[config.mk]
export PLATFORM = sky130hd
export DESIGN_NAME = sipo_frame_ctrl
export DESIGN_NICKNAME = d
export VERILOG_FILES = /design/src/rtl/sipo_ctrl_pkg.sv /design/src/rtl/sipo_shift_en.sv /design/src/rtl/sipo_frame_ctrl.sv
export SDC_FILE = /design/constraint.sdc
export NUM_CORES = 1
export LEC_CHECK = 0
export ABC_CLOCK_PERIOD_IN_PS = 1600
export CELL_PAD_IN_SITES_DETAIL_PLACEMENT = 0
export CELL_PAD_IN_SITES_GLOBAL_PLACEMENT = 2
export CORE_MARGIN = 2
export CORE_UTILIZATION = 32
export CTS_CLUSTER_DIAMETER = 150
export DETAILED_ROUTE_END_ITERATION = 7
export PLACE_DENSITY_LB_ADDON = 0.1
export SKIP_LAST_GASP = 1
export SLEW_MARGIN = 5
export SYNTH_ARGS = -nofsm -noshare
export SYNTH_HDL_FRONTEND = slang
export SYNTH_SLANG_ARGS = --single-unit
[constraint.sdc]
create_clock -name clk -period 1.6 [get_ports clk]
set_clock_uncertainty 0.05 [all_clocks]
set_input_delay 0.24 -clock clk [delete_from_list [all_inputs] [get_ports clk]]
set_output_delay 0.24 -clock clk [all_outputs]
set_load 0.005 [all_outputs]
[src/rtl/sipo_ctrl_pkg.sv]
// Shared types and defaults for the start/stop framed serial receiver.
package sipo_ctrl_pkg;

  localparam int unsigned WIDTH_DEF = 4;

  typedef enum logic [1:0] {
    IDLE = 2'd0,
    DATA = 2'd1,
    STOP = 2'd2
  } state_e;

endpackage

[src/rtl/sipo_shift_en.sv]
// Serial-in/parallel-out shifter. Input enters at the MSB so the first bit received ends up at the LSB.
module sipo_shift_en #(
  parameter int WIDTH = 4
) (
  input  logic             clk,
  input  logic             clr,
  input  logic             sclr_i,
  input  logic             shift_en_i,
  input  logic             din_i,
  output logic [WIDTH-1:0] q_o
);

  logic [WIDTH-1:0] q_q;

  always_ff @(posedge clk or posedge clr) begin
    if (clr) begin
      q_q <= '0;
    end else if (sclr_i) begin
      q_q <= '0;
    end else if (shift_en_i) begin
      q_q <= {din_i, q_q[WIDTH-1:1]};
    end
  end

  assign q_o = q_q;

endmodule

[src/rtl/sipo_frame_ctrl.sv]
// Start/stop frame receiver: FSM, bit counter, output word register and error flags.
// state | meaning
// IDLE  | waiting for a low start bit on a tick
// DATA  | shifting in WIDTH data bits
// STOP  | checking the stop bit, delivering or discarding the word
module sipo_frame_ctrl
  import sipo_ctrl_pkg::*;
#(
  parameter int WIDTH = WIDTH_DEF
) (
  input  logic             clk,
  input  logic             clr,
  input  logic             en,
  input  logic             bit_tick,
  input  logic             data_in,
  output logic [WIDTH-1:0] data_out,
  output logic             out_valid,
  input  logic             out_ready,
  output logic             busy,
  output logic             frame_err,
  output logic             overrun,
  input  logic             err_clr
);

  localparam int CW = $clog2(WIDTH + 1);

  state_e           state_q, state_d;
  logic [CW-1:0]    cnt_q, cnt_d;
  logic [WIDTH-1:0] data_out_q, data_out_d;
  logic             out_valid_q, out_valid_d;
  logic             busy_q, busy_d;
  logic             frame_err_q, frame_err_d;
  logic             overrun_q, overrun_d;

  logic             sh_clr, sh_en, deliver, bad_stop;
  logic [WIDTH-1:0] sh_q;

  sipo_shift_en #(.WIDTH(WIDTH)) u_shift (
    .clk        (clk),
    .clr        (clr),
    .sclr_i     (sh_clr),
    .shift_en_i (sh_en),
    .din_i      (data_in),
    .q_o        (sh_q)
  );

  always_ff @(posedge clk or posedge clr) begin
    if (clr) begin
      state_q     <= IDLE;
      cnt_q       <= '0;
      data_out_q  <= '0;
      out_valid_q <= 1'b0;
      busy_q      <= 1'b0;
      frame_err_q <= 1'b0;
      overrun_q   <= 1'b0;
    end else begin
      state_q     <= state_d;
      cnt_q       <= cnt_d;
      data_out_q  <= data_out_d;
      out_valid_q <= out_valid_d;
      busy_q      <= busy_d;
      frame_err_q <= frame_err_d;
      overrun_q   <= overrun_d;
    end
  end

  always_comb begin
    state_d  = state_q;
    cnt_d    = cnt_q;
    sh_clr   = 1'b0;
    sh_en    = 1'b0;
    deliver  = 1'b0;
    bad_stop = 1'b0;
    if (!en) begin
      state_d = IDLE;
      cnt_d   = '0;
    end else begin
      unique case (state_q)
        IDLE: begin
          if (bit_tick && !data_in) begin
            state_d = DATA;
            cnt_d   = '0;
            sh_clr  = 1'b1;
          end
        end
        DATA: begin
          if (bit_tick) begin
            sh_en = 1'b1;
            // Counter parks at zero after the last bit so it never reaches WIDTH.
            if (cnt_q == CW'(WIDTH - 1)) begin
              state_d = STOP;
              cnt_d   = '0;
            end else begin
              cnt_d = cnt_q + CW'(1);
            end
          end
        end
        STOP: begin
          if (bit_tick) begin
            state_d  = IDLE;
            deliver  = data_in;
            bad_stop = !data_in;
          end
        end
        default: state_d = IDLE;
      endcase
    end
  end

  always_comb begin
    data_out_d  = data_out_q;
    out_valid_d = out_valid_q;
    overrun_d   = overrun_q;
    if (deliver && (!out_valid_q || out_ready)) begin
      data_out_d  = sh_q;
      out_valid_d = 1'b1;
    end else if (deliver) begin
      overrun_d = 1'b1;
    end else if (out_valid_q && out_ready) begin
      out_valid_d = 1'b0;
    end
    // A set event in the same cycle wins over the clear.
    if (err_clr && !(deliver && out_valid_q && !out_ready)) begin
      overrun_d = 1'b0;
    end
    busy_d      = (state_d != IDLE);
    frame_err_d = bad_stop;
  end

  assign data_out  = data_out_q;
  assign out_valid = out_valid_q;
  assign busy      = busy_q;
  assign frame_err = frame_err_q;
  assign overrun   = overrun_q;

endmodule

==> impl_results.md <==
- R2r endpoint: cnt_q[0]
- Global route overflow: 0
- Total negative slack: 0 ns
- Final Max Tran Viols: 0
- Maximum vdd drop: 0.388 mV
- Pin count of the biggest net entering global routing: 18
- Setup CP Type: reg -> out
- DRT iter0 DRCs: 0
- GPL Wtd Cong: 0.654
- Num ports: 15
- Net Switching: 0.000174 W
- CP Launch Type: register
- P_int: 0.000586 W
- Outcome: completed
- Synth top area share: 0.548
- ANT nets after route: 0
- Required time worst endpoint: roughly 1.3 ns
- DR vias: 528
- DP Cell Count: about 110
- Reg2reg setup slack: approximately 0.2 ns
- H-tree depth: 1
- # rows: 17
- Synth Area per Inst: roughly 13 um2
- Die Height: approximately 53 um
- All-Layer GR Usage: 0.121
- Smallest hold slack: 0.204 ns
- Sum of buffers and inverters on the critical path: 1
- F_max: 692 MHz
- Multi-input gate area: ~330 um2
- Worst Setup End Kind: output port
- # DRC: 0
- Synth unique cells: 27
- Final Hold Viols: 0
- Number of port buffers: 14
- Worst Max-Slew Pin Slew: approximately 0.30 ns
- Critical Path Slowest Stage Cell: clkdlybuf4s50_1
- Syn_nets: 70
- Final setup vio count: 0
- Global-route wire length before repair: 2410 um
- Hold Path Class: in -> async
- R2R Path Start: state_q[1]
- Leakage: 0.484 nW
- Num CTS Buffers: 3
- Final critical-path share of the clock period: 0.903
- Reg2Reg Depth: 3
- Initial antenna violation count: 0
- CTS tree: yes
- Top cells by area, synth: dfrtp_1 (55%), mux2_4 (7.7%), a22o_1 (3.4%), nor2b_1 (3.2%), mux2_2 (2.9%)
- Filler instances: 231
- Mapped cell area: between 700 and 800 um2
- First-pass iteration count of the detailed router: 1
- Routed length per instance: 12.0 um
- Max Cap Viol: 0
- Nets@finish: 96
- CP max stage delay: around 0.50 ns
- Core area: 2250 um2
- CP top delay family: buffers and inverters
- CP Cell Sequence: clkdlybuf4s50_1
- Antenna diode count: 0
- Post-CTS Hold Buffers: 0
- Synth warn: 0
- Initial Util: 0.344
- Clk buf depth: 2
- Die W: ~53 um
- Sequential Area: roughly 430 um2
- Final min period: roughly 1.4 ns
- Area growth, synth to finish: 33.1%
- Postcts setup bufs: 0
- Seq cells post-synth: 17
- Seq/Total Area, Yosys: 0.548
- RSZ-0062 raised after global routing: false
- Total Power: around 0.00076 W
- Final core occ: 0.458
- Mapped Cells: 62
- Post-CTS Resized: 0
- Finished Layout Cells: 115
- Synth area leader: dfrtp_1
- Clk Latency, worst-skew pair: 0.28 ns
- Vias in the first global route: 538
- HPWL after DPL: approximately 1100 um
- Pwr per Cell Area: 736 nW/um2
- Via/cell ratio: roughly 4.6
- Comb power frac: 0.107
- Clock sinks: 17
- Die area: ~2800 um2
- Drt total wl: 1380 um
- Clk pin slew, worst setup/hold paths: 0.10 ns
- Root Driver: clkbuf_4
- Share of cells above drive strength 1: 0.241
- Switching part of the total: 0.229
- Max-slew headroom: 0.799
- Seq pwr share: 0.597
- Clock network power share: 0.296
- Maximum fanout along the worst path: 2
- CP arrival: 1.16 ns
## synth_stat cells, drive strengths merged
cell    instances
dfrtp          17
mux2            6
inv             4
nor2b           4
a22o            3
nand2           3
a21oi           2
nand2b          2
nor3            2
nor3b           2
or2b            2
a21boi          1
a311oi          1
a31oi           1
and2            1
and4b           1
clkbuf          1
ha              1
nand3           1
nand3b          1
o21a            1
o21ai           1
o22ai           1
o32a            1
or2             1
or3             1
## metrics by stage
| stage | setup WS [ns] | cell area (um2) |
|---|---|---|
| after floorplan | 0.251 | 776 |
| after global placement | -0.0312 | 1010 |
| after detailed placement | -0.0541 | 1010 |
| after CTS | 0.135 | 1030 |
| after global routing | 0.0949 | 1030 |
| final | 0.155 | 1030 |
## cells in the final DEF (no fill, tap or decap), drive strengths merged
| cell type | instances |
|---|---|
| nor3b | 2 |
| buf | 8 |
| a22o | 3 |
| or2b | 2 |
| o21ai | 1 |
| a21oi | 2 |
| nand2 | 3 |
| inv | 4 |
| mux2 | 6 |
| clkdlybuf4s50 | 14 |
| nand2b | 2 |
| ha | 1 |
| or2 | 1 |
| nor2b | 4 |
| a31oi | 1 |
| nor3 | 2 |
| or3 | 1 |
| and2 | 1 |
| clkbuf | 4 |
| nand3b | 1 |
| a311oi | 1 |
| o21a | 1 |
| o22ai | 1 |
| nand3 | 1 |
| o32a | 1 |
| dfrtp | 17 |
| a21boi | 1 |
| and4b | 1 |
## power by group through the flow
stage / combinational [W] / sequential (W) / clock, W
floorplan: 0.0000365 / 0.000460 / 0
global placement: 0.0000822 / 0.000462 / 0
detailed placement: 0.0000827 / 0.000463 / 0
CTS: 0.0000832 / 0.000454 / 0.000239
global route: 0.0000910 / 0.000456 / 0.000261
finish: 0.0000813 / 0.000454 / 0.000225
## area by class of cell
| type | count | share of cell area |
|---|---|---|
| Clock buffer | 4 | 0.0255 |
| Inverter | 4 | 0.0145 |
| Multi-Input combinational cell | 40 | 0.320 |
| Sequential cell | 17 | 0.412 |
| Tap cell | 28 | 0.0339 |
| Timing Repair Buffer | 22 | 0.194 |
## state kept, by name, summed over array words and instances (netlist names)
| name | cells |
|---|---|
| busy | 1 |
| cnt_q | 3 |
| data_out | 4 |
| frame_err | 1 |
| out_valid | 1 |
| overrun | 1 |
| state_q | 2 |
| u_shift.q_o | 4 |
## cells by family (layout without fill, tap and decap cells)
group	Yosys count	in the layout	share of synthesized area
mux	6	6	0.106
fa+ha+maj	1	1	0.0161
compound gates	12	12	0.113
simple gates	21	21	0.190
buf+inv	5	30	0.0258
flops	17	17	0.548
## worst register-to-register path: cells and delay by family, from the launching register on
family	cells	cell delay, ns
compound gates	1	0.24
flops	1	0.47
mux	1	0.37
simple gates	1	0.18
## worst max path at each step
| stage | startpoint | to | slack [ns] | cells after the start |
|---|---|---|---|---|
| after floorplan | state_q[0] | data_out[0] | 0.25 | 3 |
| after CTS | data_out[0] | data_out[0] | 0.13 | 1 |
| after global placement | bit_tick | data_out[0] | -0.03 | 4 |
| final | data_out[0] | data_out[0] | 0.15 | 1 |
| after global routing | cnt_q[0] | cnt_q[1] | 0.09 | 4 |
| after detailed placement | bit_tick | data_out[1] | -0.05 | 4 |
## metal layers
| metal | vias to the layer above | GRT usage | routed length, um |
|---|---|---|---|
| met1 | 245 | 0.158 | 677 |
| li1 | 273 | - | - |
| met3 | 2 | 0.0254 | 57 |
| met2 | 8 | 0.187 | 639 |
| met5 | - | 0 | 0 |
| met4 | 0 | 0.0641 | 9 |
No activity file was read; power rests on OpenSTA's default activity.
